File: config.mk
export PLATFORM = sky130hd
export DESIGN_NAME = adc_ad7476_capture
export DESIGN_NICKNAME = d
export VERILOG_FILES = /design/src/rtl/adc_ad7476_pkg.sv /design/src/rtl/adc_sample_timer.sv /design/src/rtl/adc_ad7476_capture.sv
export SDC_FILE = /design/constraint.sdc
export NUM_CORES = 1
export LEC_CHECK = 0
export ABC_AREA = 1
export CAP_MARGIN = 25
export CORE_UTILIZATION = 45
export CTS_BUF_LIST = sky130_fd_sc_hd__clkbuf_2
export CTS_CLUSTER_SIZE = 30
export DETAILED_ROUTE_END_ITERATION = 6
export DONT_BUFFER_PORTS = 1
export GPL_TIMING_DRIVEN = 0
export SYNTH_ARGS = -nofsm -noshare
export SYNTH_HDL_FRONTEND = slang
export SYNTH_SLANG_ARGS = --single-unit
File: constraint.sdc
create_clock -name Clk -period 3.91 [get_ports Clk]
set_clock_uncertainty 0.05 [all_clocks]
set_input_delay 1.173 -clock Clk [delete_from_list [all_inputs] [get_ports Clk]]
set_output_delay 1.173 -clock Clk [all_outputs]
set_load 0.02 [all_outputs]
File: src/rtl/adc_ad7476_pkg.sv
// Shared types and constants for the AD7476 capture front end.
package adc_ad7476_pkg;

  typedef enum logic [2:0] {
    ST_IDLE  = 3'd0,
    ST_SETUP = 3'd1,
    ST_SHIFT = 3'd2,
    ST_DONE  = 3'd3,
    ST_QUIET = 3'd4
  } adc_state_t;

  // PUSH_FLAG code the FIFO reports when it has no room.
  localparam logic [3:0] FIFO_FULL_FLAG = 4'h0;

  // The AD7476 frame: four leading zeros followed by the 12-bit result.
  localparam int ADC_FRAME_BITS = 16;

endpackage

File: src/rtl/adc_sample_timer.sv
// Conversion pacing: a free-running period counter gated by Enable.
// tick is asserted on the first cycle of each period.
module adc_sample_timer
  import adc_ad7476_pkg::*;
#(
  parameter int SAMPLE_PERIOD = 80
) (
  input  logic clk,
  input  logic rst,
  input  logic enable,
  output logic tick
);

  localparam int CW = (SAMPLE_PERIOD > 1) ? $clog2(SAMPLE_PERIOD) : 1;

  logic [CW-1:0] cnt;

  // Count 0..SAMPLE_PERIOD-1 while enabled; park at 0 when disabled so the
  // first tick after Enable rises is immediate.
  always_ff @(posedge clk) begin
    if (rst || !enable) begin
      cnt <= '0;
    end else if (cnt == CW'(SAMPLE_PERIOD - 1)) begin
      cnt <= '0;
    end else begin
      cnt <= cnt + 1'b1;
    end
  end

  assign tick = enable && (cnt == '0);

endmodule

File: src/rtl/adc_ad7476_capture.sv
// AD7476 serial capture: paces conversions, drives CS_n/SCLK, shifts in the
// 16-bit frame and pushes it into the downstream sample FIFO.
//
// state | meaning
// IDLE  | waiting for a sample tick, CS_n high, SCLK high
// SETUP | CS_n low, SCLK high for SCLK_DIV cycles before the first fall
// SHIFT | 16 SCLK periods; SDATA captured at the end of each low phase
// DONE  | one cycle: CS_n high, word presented, push or flag overflow
// QUIET | CS_n held high for CS_QUIET cycles before the next frame
module adc_ad7476_capture
  import adc_ad7476_pkg::*;
#(
  parameter int SCLK_DIV      = 2,
  parameter int CS_QUIET      = 4,
  parameter int SAMPLE_PERIOD = 80
) (
  input  logic        Clk,
  input  logic        Rst,
  input  logic        Enable,
  input  logic        Ovf_Clr,
  input  logic        SDATA,
  input  logic [3:0]  Push_Flag,
  output logic        CS_n,
  output logic        SCLK,
  output logic        Fifo_Push,
  output logic [15:0] Fifo_Din,
  output logic        Busy,
  output logic        Overflow,
  output logic        Frame_Err
);

  localparam int DLY_MAX = (SCLK_DIV > CS_QUIET) ? SCLK_DIV : CS_QUIET;
  localparam int DW      = $clog2(DLY_MAX + 1);

  adc_state_t                state;
  logic [DW-1:0]             dly_cnt;
  logic [3:0]                bit_cnt;
  logic [ADC_FRAME_BITS-1:0] shift_reg;
  logic                      tick;

  adc_sample_timer #(
    .SAMPLE_PERIOD(SAMPLE_PERIOD)
  ) u_timer (
    .clk   (Clk),
    .rst   (Rst),
    .enable(Enable),
    .tick  (tick)
  );

  // Push_Flag is only meaningful in the DONE cycle, and the FIFO takes the
  // push on that same edge, so the strobe is qualified combinationally from
  // the registered state.
  assign Fifo_Push = (state == ST_DONE) && (Push_Flag != FIFO_FULL_FLAG);
  assign Busy      = (state != ST_IDLE);

  // Frame sequencer: state, SCLK phase down-counter, bit counter, shift
  // register, registered pin outputs and the sticky status flags.
  always_ff @(posedge Clk) begin
    if (Rst) begin
      state     <= ST_IDLE;
      dly_cnt   <= '0;
      bit_cnt   <= '0;
      shift_reg <= '0;
      CS_n      <= 1'b1;
      SCLK      <= 1'b1;
      Fifo_Din  <= '0;
      Overflow  <= 1'b0;
      Frame_Err <= 1'b0;
    end else begin
      // Clear first so that a set in DONE on the same edge takes priority.
      if (Ovf_Clr) begin
        Overflow  <= 1'b0;
        Frame_Err <= 1'b0;
      end

      case (state)
        ST_IDLE: begin
          if (tick) begin
            state   <= ST_SETUP;
            CS_n    <= 1'b0;
            SCLK    <= 1'b1;
            dly_cnt <= DW'(SCLK_DIV - 1);
          end
        end

        ST_SETUP: begin
          if (dly_cnt == '0) begin
            state   <= ST_SHIFT;
            SCLK    <= 1'b0;
            dly_cnt <= DW'(SCLK_DIV - 1);
            bit_cnt <= 4'(ADC_FRAME_BITS - 1);
          end else begin
            dly_cnt <= dly_cnt - 1'b1;
          end
        end

        ST_SHIFT: begin
          if (dly_cnt != '0) begin
            dly_cnt <= dly_cnt - 1'b1;
          end else if (!SCLK) begin
            // End of low phase: this edge raises SCLK, so capture now.
            shift_reg <= {shift_reg[ADC_FRAME_BITS-2:0], SDATA};
            SCLK      <= 1'b1;
            dly_cnt   <= DW'(SCLK_DIV - 1);
          end else if (bit_cnt == '0) begin
            state    <= ST_DONE;
            CS_n     <= 1'b1;
            Fifo_Din <= shift_reg;
          end else begin
            bit_cnt <= bit_cnt - 1'b1;
            SCLK    <= 1'b0;
            dly_cnt <= DW'(SCLK_DIV - 1);
          end
        end

        ST_DONE: begin
          if (Push_Flag == FIFO_FULL_FLAG) begin
            Overflow <= 1'b1;
          end
          if (shift_reg[ADC_FRAME_BITS-1 -: 4] != 4'h0) begin
            Frame_Err <= 1'b1;
          end
          state   <= ST_QUIET;
          dly_cnt <= DW'(CS_QUIET - 1);
        end

        ST_QUIET: begin
          if (dly_cnt == '0) begin
            state <= ST_IDLE;
          end else begin
            dly_cnt <= dly_cnt - 1'b1;
          end
        end

        default: begin
          state <= ST_IDLE;
          CS_n  <= 1'b1;
          SCLK  <= 1'b1;
        end
      endcase
    end
  end

endmodule

After elaboration in Yosys (flattened, before gate mapping)
Index checks and enable logic that the tools add are counted.
{"block": "totals", "ff_bits": 53, "latchBits": 0, "ramBits": 0, "rom_bits": 0, "in_bits": 9, "word_cells": 91, "memories": 0}
{"block": "classes", "n_addsub": 3, "n_mul": 0, "div": 0, "n_lt_le_gt_ge": 0, "eq_ne": 14, "n_shift": 0, "mux": 35, "n_bitwise": 4, "n_reduce_logical": 25}
{"op": "two-way mux 3 bit", "n": 11}
{"op": "case mux 3 bit (5 select lines)", "n": 2}
{"op": "two-way mux 4 bit", "n": 4}
{"op": "!= test 2 bit, second input constant", "n": 8}
{"op": "two-way mux 1 bit", "n": 15}
{"op": "AND reduction 4 bit", "n": 3}
{"op": "AND reduction 5 bit", "n": 2}
{"op": "logical NOT 4 bit", "n": 2}
{"op": "case mux 4 bit (2 select lines)", "n": 1}
{"op": "nonzero test 4 bit", "n": 2}
{"op": "adder 7 x 1 -> 7 bit, second input constant", "n": 1}
{"op": "equality test 7 bit, second input constant", "n": 1}
{"op": "logical NOT 7 bit", "n": 1}
{"op": "equality test 3 x 2 -> 1 bit, second input constant", "n": 2}
{"op": "logical NOT 3 bit", "n": 2}
{"op": "AND reduction 6 bit", "n": 1}
{"op": "nonzero test 3 bit", "n": 2}
{"op": "nonzero test 5 bit", "n": 1}
{"op": "!= test 4 bit, second input constant", "n": 1}
{"op": "inverter 1 bit", "n": 4}
{"op": "case mux 1 bit (4 select lines)", "n": 1}
{"op": "OR reduction 2 bit", "n": 2}
{"op": "subtractor 4 x 1 -> 4 bit, second input constant", "n": 1}
{"op": "equality test 3 x 1 -> 1 bit, second input constant", "n": 1}
{"op": "other kinds (9)", "n": 10}

Longest topological paths before layout
Gate-level depths: netlist of the first run.
{"block": "depth", "ltp_word": 5, "mapped_depth": 10, "depth_no_buf": 10}

By module
From an unflattened synthesis of the first run, not the netlist that was laid out.
{"block": "unflattened", "cells_unflattened": 323, "area_unflattened_um2": 2397.3}
{"mod": "adc_ad7476_capture", "instances": 1, "cells_each": 276, "area_per_inst_um2": 2048.2}
{"mod": "adc_sample_timer", "instances": 1, "cells_each": 47, "area_per_inst_um2": 349.1}

Worst setup path before layout of the first run
OpenSTA, ideal clock, no wires.
{"block": "synth_timing", "path_type": "input to output", "start": "in Push_Flag[1]", "end": "out Fifo_Push", "t_arrival_ns": 1.697, "required_ns": 2.687, "slack_ns": 0.990, "path_stages": 3, "n_path_buf": 0, "path_cell_list": "nor4_1 or2_2 inv_1"}
{"block": "synth_via", "elab_chain_cells": 2}
{"item": "start, declared", "line_no": "adc_ad7476_capture.sv:22", "source": "input logic [3:0] Push_Flag,"}
{"item": "nonzero test 4 bit", "line_no": "adc_ad7476_capture.sv:53", "source": "assign Fifo_Push = (state == ST_DONE) && (Push_Flag != FIFO_FULL_FLAG);"}
{"item": "logical AND 1 bit", "line_no": "adc_ad7476_capture.sv:53"}
{"item": "end, declared", "line_no": "adc_ad7476_capture.sv:25", "source": "output logic Fifo_Push,"}
Every way passes these cells.

Worst setup path in the final report of the first run
{"block": "layout_timing", "start": "reg state[0]", "end": "out Fifo_Push"}
{"block": "layout_via", "elab_chain_cells": 2}
{"item": "start, declared", "line_no": "adc_ad7476_capture.sv:35", "source": "adc_state_t state;"}
{"item": "start signal, assigned", "line_no": "adc_ad7476_capture.sv:60", "source": "state <= ST_IDLE;"}
{"item": "start signal, assigned", "line_no": "adc_ad7476_capture.sv:79", "source": "state <= ST_SETUP;"}
{"item": "start signal, assigned", "line_no": "adc_ad7476_capture.sv:88", "source": "state <= ST_SHIFT;"}
{"item": "equality test 3 x 2 -> 1 bit", "line_no": "adc_ad7476_capture.sv:53"}
{"item": "logical AND 1 bit", "line_no": "adc_ad7476_capture.sv:53"}
Every way passes these cells.

==> out/qor.csv, run 1 <==
stage;metric;value;unit
final_layout;n_diodes;0;
sta;Tcrit/Tclk final;76.4;%
pwr;pwr dens;686;nW/um^2
placed_design;Post-DP HPWL;3550;um
global_route;initial antenna violation count;0;
clocking;Setup Buffers After CTS;0;
final_layout;FF/Latch Area;1060;sq um
clocking;cts bufs inserted;5;
global_route;first-pass GRT wire length;8110;um
clocking;Reg clk slew, reported paths;0.26;ns
critical_path;crit path capture type;output port;
sta;max_slew headroom;68.1;%
routing;Wirelength per Cell;11.8;um
critical_path;Crit Path Max Fanout;4;
floorplan;die area;5530;sq um
yosys;post-synthesis instance total;331;
yosys;Synth Area in Adders;2.65;%
yosys;leading post-synthesis cells by cell area;dfxtp_1 45%, nor2_1 12%, o21ai_0 7.9%, nand2_1 7.8%, inv_1 5.6%;
yosys;largest family of logic cells by synthesized area;simple AND/OR/NAND/NOR gates;
floorplan;Chip Height;74.4;um
clocking;Longest Clk Path Bufs;2;
yosys;Seq cells post-synth;53;
placed_design;post-placement worst setup slack;0.927;ns
critical_path;worst setup path startpoint;state[0];
critical_path;Worst Setup EP;Fifo_Push;
yosys;post-synthesis compound-gate area fraction;13.1;%
critical_path;Critical R2R Capture;shift_reg[8];
final_layout;share of layout cells above drive strength 1;8.26;%
yosys;Yosys cell types;28;
pwr;Seq pwr share;45.3;%
global_route;GRT Overall Usage;19.2;%
worst_hold_path;min-delay worst type;flip-flop to flip-flop;
pwr;switching share of total power;40.4;%
floorplan;IO Count;31;
critical_path;kind of critical path;flip-flop to output port;
clocking;H-tree levels;2;
critical_path;reg2reg setup slack;2.16;ns
yosys;syn avg cell area;7.13;sq um
sta;Worst Max-Slew Pin Slew;0.478;ns
critical_path;arrival time at the worst endpoint;1.76;ns
placed_design;number of buffers added on ports;0;
yosys;Synth top area share;45.0;%
yosys;Netlist Area Pre-Place;2360;sq um
critical_path;R2R depth;8;
clocking;CTS root buffer;clkbuf_2;
clocking;hold bufs inserted after CTS;0;
global_route;largest net degree at the start of global routing;17;
clocking;Worst-Skew Late Latency;0.42;ns
yosys;xor-xnor portion of the synthesized cell area;0.371;%
critical_path;Worst Path Required;2.69;ns
floorplan;# rows;25;
sta;final slew viol count;0;
clocking;Resize count post-CTS;0;
clocking;CTS Sinks;53;
routing;number of nets with antenna violations after routing;0;
sta;fin crit period;2.99;ns
final_layout;Area Overhead vs Synth;7.37;%
routing;drt pass-1 iters;4;
pwr;share of total power in the clock network;19.4;%
yosys;multiplexer share of the synthesized area;0;%
pwr;Comb power frac;35.3;%
yosys;Post-Synth Simple-Gate Area;30.3;%
pwr;Internal;0.00104;W
placed_design;DP Area;2440;sq um
floorplan;area of the core;4880;sq um
routing;total wire length;4810;um
critical_path;R2R Path Start;dly_cnt[0];
floorplan;Starting Density;48.3;%
pwr;Net Sw Power;0.000702;W
yosys;Syn Nets;345;
sta;Final Hold Vio Count;0;
routing;Residual DRC;0;
sta;RSZ-0062 raised after global routing;false;
routing;via count;2039;
sta;Peak Freq;0.335;GHz
routing;First DRT Iteration DRCs;110;
sta;Sum Neg Setup Slack;0;ns
clocking;TritonCTS clock tree;yes;
run;Max Cap Viol;0;
floorplan;Die W;74.4;um
final_layout;Final nets;352;
placed_design;final weighted congestion in routability-driven placement;0.835;
sta;Final Setup Violations;0;
yosys;cell taking the most area after synthesis;dfxtp_1;
final_layout;area of the multi-input gates;1090;sq um
outcome;status;finished, final reports clean;
sta;PnR worst setup slack;0.924;ns
critical_path;Setup crit start kind;flip-flop;
pwr;Lkg Pwr;1.09;nW
final_layout;fin area;2530;sq um
yosys;sequential cell area fraction in the yosys report;45.0;%
global_route;vias in the first global route;1832;
global_route;grt ovf;0;
yosys;Syn. warnings;0;
routing;DR vias/cell;5.02;
final_layout;FILL cells;527;
pwr;Peak VDD IR;287;uV
-- Yosys cell counts, drive strengths merged --
master  number
nand3b       1
nand4        5
nor3b        2
ha           5
a21oi       21
or2          2
a31oi        1
clkbuf       6
nor4         3
dfxtp       53
nor3         2
nand3       17
nand2       52
nor2        79
xnor2        1
buf          5
inv         37
a22oi        1
o21ai       38
-- layout make-up --
cell class	instances	area share, %
clock inverter	3	2.57
clock buffer	5	0.988
multi-input combinational	230	43.2
sequential	53	41.9
tap	67	3.31
inverter	37	5.48
buffer	11	2.52
-- critical path, cell delays in order, from the launching register on --
cell     delay [ns]
dfxtp_1        0.46
inv_1          0.07
nor2_1         0.21
nand2_1        0.14
or2_2          0.31
inv_1          0.15
-- per-stage QoR --
stage	instances	total power (W)	hold WS [ns]	util (%)
floorplan	331	0.00129	0.353	-
global placement	398	0.00141	0.366	50.1
detailed placement	398	0.00141	0.369	50.1
CTS	406	0.00176	0.403	51.9
global route	406	0.00188	0.411	51.9
finish	406	0.00174	0.410	51.9
-- routing by layer --
metal	part of all wire [%]	vias to the layer above	track usage, %
met5	0	-	0
met4	1.1	0	6.08
met3	4.7	6	5.01
met2	47	38	32.5
met1	47	921	23.8
li1	-	1074	-
-- cell usage in the layout, fill, tap and decap left out, types with 5 or more instances in the layout --
| cell | count |
|---|---|
| ha_1 | 5 |
| clkbuf_2 | 9 |
| dfxtp_1 | 53 |
| nand4_1 | 5 |
| nand3_1 | 17 |
| inv_1 | 35 |
| a21oi_1 | 21 |
| nor2_1 | 75 |
| nand2_1 | 49 |
| o21ai_0 | 37 |
-- power by group through the flow --
stage / clock network, W / logic, W / registers, W
after detailed placement: 0 / 0.000614 / 0.000798
after global routing: 0.000373 / 0.000710 / 0.000800
after global placement: 0 / 0.000609 / 0.000797
after floorplan: 0 / 0.000510 / 0.000778
final: 0.000337 / 0.000613 / 0.000786
after CTS: 0.000354 / 0.000616 / 0.000787
-- worst min-delay path by stage --
stage	slack, ns	cells after the start	from	endpoint
4_1_cts	0.40	1	bit_cnt[0]	bit_cnt[0]
6_report	0.41	1	bit_cnt[0]	bit_cnt[0]
3_3_place_gp	0.37	1	bit_cnt[0]	bit_cnt[0]
2_1_floorplan	0.35	1	bit_cnt[0]	bit_cnt[0]
3_5_place_dp	0.37	1	bit_cnt[0]	bit_cnt[0]
5_1_grt	0.41	1	bit_cnt[0]	bit_cnt[0]
-- kinds of logic after synthesis --
family          after synthesis
simple gates                163
compound gates               61
flops                        53
buf+inv                      48
fa+ha+maj                     5
xor+xnor                      1
Note: power is estimated with default switching activity, not from simulation.
==> inputs of run 2 (changes only) <==
==> constraint.sdc (replaced) <==
create_clock -name Clk -period 2.61 [get_ports Clk]
set_clock_uncertainty 0.05 [all_clocks]
set_input_delay 0.783 -clock Clk [delete_from_list [all_inputs] [get_ports Clk]]
set_output_delay 0.783 -clock Clk [all_outputs]
set_load 0.02 [all_outputs]
==> run 2 against run 1 <==
  * Design area rose by 0.49%
  * Total power is 50% higher
  * Via count grew 0.20%
  * Cell count rose by 0.25%
  * Wire length rose by 0.67%
  * Count of clock-buffer cells in the layout did not move
  * Sequential share of layout area fell by 0.11 points
  * Die area did not move
  * Non-clock buffer count is 1 higher
  * Utilization is 0.26 points higher
  * Sequential cell count did not move
  * Critical endpoint unchanged
  * Largest power group unchanged
  * Highest routed layer unchanged
==> out/qor.csv, run 2 (same netlist as run 1, synthesis figures left out) <==
stage;metric;value;unit;change
outcome;status;finished, final reports clean;;
critical_path;family with the most delay on the worst path;simple AND/OR/NAND/NOR gates;;
floorplan;IO Count;31;;unchanged
sta;worst hold margin;0.410;ns;-0.000766 ns
sta;Worst Max-Slew Pin Slew;0.477;ns;-0.000700 ns
floorplan;Starting Density;48.3;%;unchanged
critical_path;Crit Path Max Fanout;4;;unchanged
floorplan;# rows;25;;unchanged
critical_path;Worst Setup EP;Fifo_Push;;
floorplan;Die W;74.4;um;unchanged
critical_path;R2R depth;8;;unchanged
global_route;largest net degree at the start of global routing;17;;unchanged
routing;number of nets with antenna violations after routing;0;;unchanged
routing;Residual DRC;0;;unchanged
routing;Wirelength per Cell;11.9;um;+0.42%
routing;via count;2043;;+0.20%
final_layout;FF/Latch Area;1060;sq um;+0.24%
critical_path;crit path capture type;output port;;
final_layout;commonest non-fill, non-tap cell in the layout;nor2_1;;
critical_path;kind of critical path;flip-flop to output port;;
floorplan;Chip Height;74.4;um;unchanged
pwr;Peak VDD IR;432;uV;+50%
placed_design;final weighted congestion in routability-driven placement;0.835;;unchanged
sta;Final Hold Vio Count;0;;unchanged
routing;top routing layer in use;met4;;
sta;RSZ-0062 raised after global routing;false;;
pwr;share of total power in the clock network;19.4;%;about the same
critical_path;crit path buf inv count;2;;unchanged
floorplan;area of the core;4880;sq um;unchanged
clocking;TritonCTS clock tree;yes;;
clocking;H-tree levels;2;;unchanged
final_layout;share of layout cells above drive strength 1;9.71;%;+1.4 points
critical_path;arrival time at the worst endpoint;1.58;ns;-0.18 ns
routing;total wire length;4840;um;+0.67%
clocking;Longest Clk Path Bufs;2;;unchanged
global_route;grt ovf;0;;unchanged
final_layout;Final nets;353;;+0.28%
final_layout;area of the multi-input gates;1100;sq um;+0.23%
clocking;Worst-Skew Late Latency;0.42;ns;about the same
floorplan;die area;5530;sq um;unchanged
pwr;Internal;0.00156;W;+51%
clocking;CTS root buffer;clkbuf_2;;
sta;Peak Freq;0.414;GHz;
pwr;Seq pwr share;45.1;%;-0.2 points
clocking;CTS Sinks;53;;unchanged
pwr;switching share of total power;40.3;%;-0.068 points
clocking;hold bufs inserted after CTS;0;;unchanged
worst_hold_path;min-delay worst type;flip-flop to flip-flop;;
final_layout;n_diodes;0;;unchanged
run;Max Cap Viol;0;;unchanged
critical_path;Setup crit start kind;flip-flop;;
placed_design;number of buffers added on ports;0;;unchanged
pwr;Comb power frac;35.6;%;+0.3 points
routing;DR vias/cell;5.02;;about the same
sta;final slew viol count;0;;unchanged
critical_path;worst path cell trace;inv_1, nor2_2, nand2_1, or2_2, inv_2;;
sta;max_slew headroom;68.2;%;about the same
sta;Tcrit/Tclk final;92.6;%;
routing;drt pass-1 iters;4;;unchanged
clocking;cts bufs inserted;5;;unchanged
critical_path;Critical R2R Capture;Fifo_Din[7];;
clocking;Reg clk slew, reported paths;0.26;ns;about the same
critical_path;worst setup path startpoint;state[0];;
pwr;Lkg Pwr;1.10;nW;+0.30%
global_route;first-pass GRT wire length;8110;um;unchanged
critical_path;R2R Path Start;dly_cnt[0];;
routing;First DRT Iteration DRCs;130;;+18%
pwr;pwr dens;1030;nW/um^2;+50%
global_route;vias in the first global route;1832;;unchanged
sta;Final Setup Violations;0;;unchanged
global_route;initial antenna violation count;0;;unchanged
placed_design;Post-DP HPWL;3550;um;unchanged
global_route;GRT Overall Usage;19.2;%;unchanged
critical_path;Worst Path Required;1.78;ns;-0.91 ns
sta;Sum Neg Setup Slack;0;ns;unchanged
routing;routed wl met3;241;um;+5.7%
routing;met2 WL;2270;um;+0.75%
sta;fin crit period;2.42;ns;
routing;M1 WL;2270;um;about the same
critical_path;Slowest-stage cell, CP;dfxtp_2;;
final_layout;Area Overhead vs Synth;7.90;%;
critical_path;reg2reg setup slack;0.85;ns;-1.31 ns
final_layout;FILL cells;527;;unchanged
final_layout;most frequent cells in the layout;74 x nor2_1, 51 x dfxtp_1, 49 x nand2_1, 37 x o21ai_0, 34 x inv_1;;
pwr;Power Total;0.00261;W;+50%
critical_path;WP depth;5;;unchanged
critical_path;max incr delay on CP;0.42;ns;-0.04 ns
pwr;Net Sw Power;0.00105;W;+50%
final_layout;final core utilization;52.2;%;+0.26 points
## run 2: repair_timing
| item | CTS | global route |
|---|---|---|
| hold endpoints to repair | 0 | 0 |
| setup endpoints to repair | 1 | 1 |
| pin swaps | 0 | 0 |
| cloned | 0 | 0 |
| gates resized for setup | 1 | 3 |
| setup buffers | 0 | 1 |
## run 2: metrics by stage
stage / cell area [sq um] / setup WS [ns] / instances
2_1_floorplan: 2360 / 0.470 / 331
3_3_place_gp: 2440 / 0.420 / 398
3_5_place_dp: 2440 / 0.407 / 398
4_1_cts: 2530 / 0.0325 / 406
5_1_grt: 2540 / 0.0226 / 407
6_report: 2540 / 0.192 / 407
## run 2: worst min-delay path by stage
stage	depth (start not counted)	slack [ns]	start	to
finish	1	0.41	bit_cnt[0]	bit_cnt[0]
global route	1	0.41	bit_cnt[0]	bit_cnt[0]
CTS	1	0.40	bit_cnt[0]	bit_cnt[0]
detailed placement	1	0.37	bit_cnt[0]	bit_cnt[0]
global placement	1	0.37	bit_cnt[0]	bit_cnt[0]
floorplan	1	0.35	bit_cnt[0]	bit_cnt[0]
## run 2: area by class of cell
type,instances,area share [%]
plain buffers,11,2.51
clock buffers,5,0.983
clock inverters,3,2.56
inverters,37,5.46
multi-input cells,230,43.1
flip-flops and latches,53,41.8
well taps,67,3.29
repair buffers,1,0.295
## run 2: routing by layer
| metal | track usage [%] | up-vias |
|---|---|---|
| met5 | 0 | - |
| met3 | 5.01 | 6 |
| li1 | - | 1075 |
| met1 | 23.8 | 923 |
| met4 | 6.08 | 0 |
| met2 | 32.5 | 39 |
## run 2: power groups by stage
stage	registers, W	logic, W	clock network [W]
final	0.00118	0.000930	0.000506
after global routing	0.00120	0.00108	0.000559
after CTS	0.00118	0.000924	0.000531
after detailed placement	0.00120	0.000920	0
after global placement	0.00119	0.000913	0
after floorplan	0.00117	0.000763	0
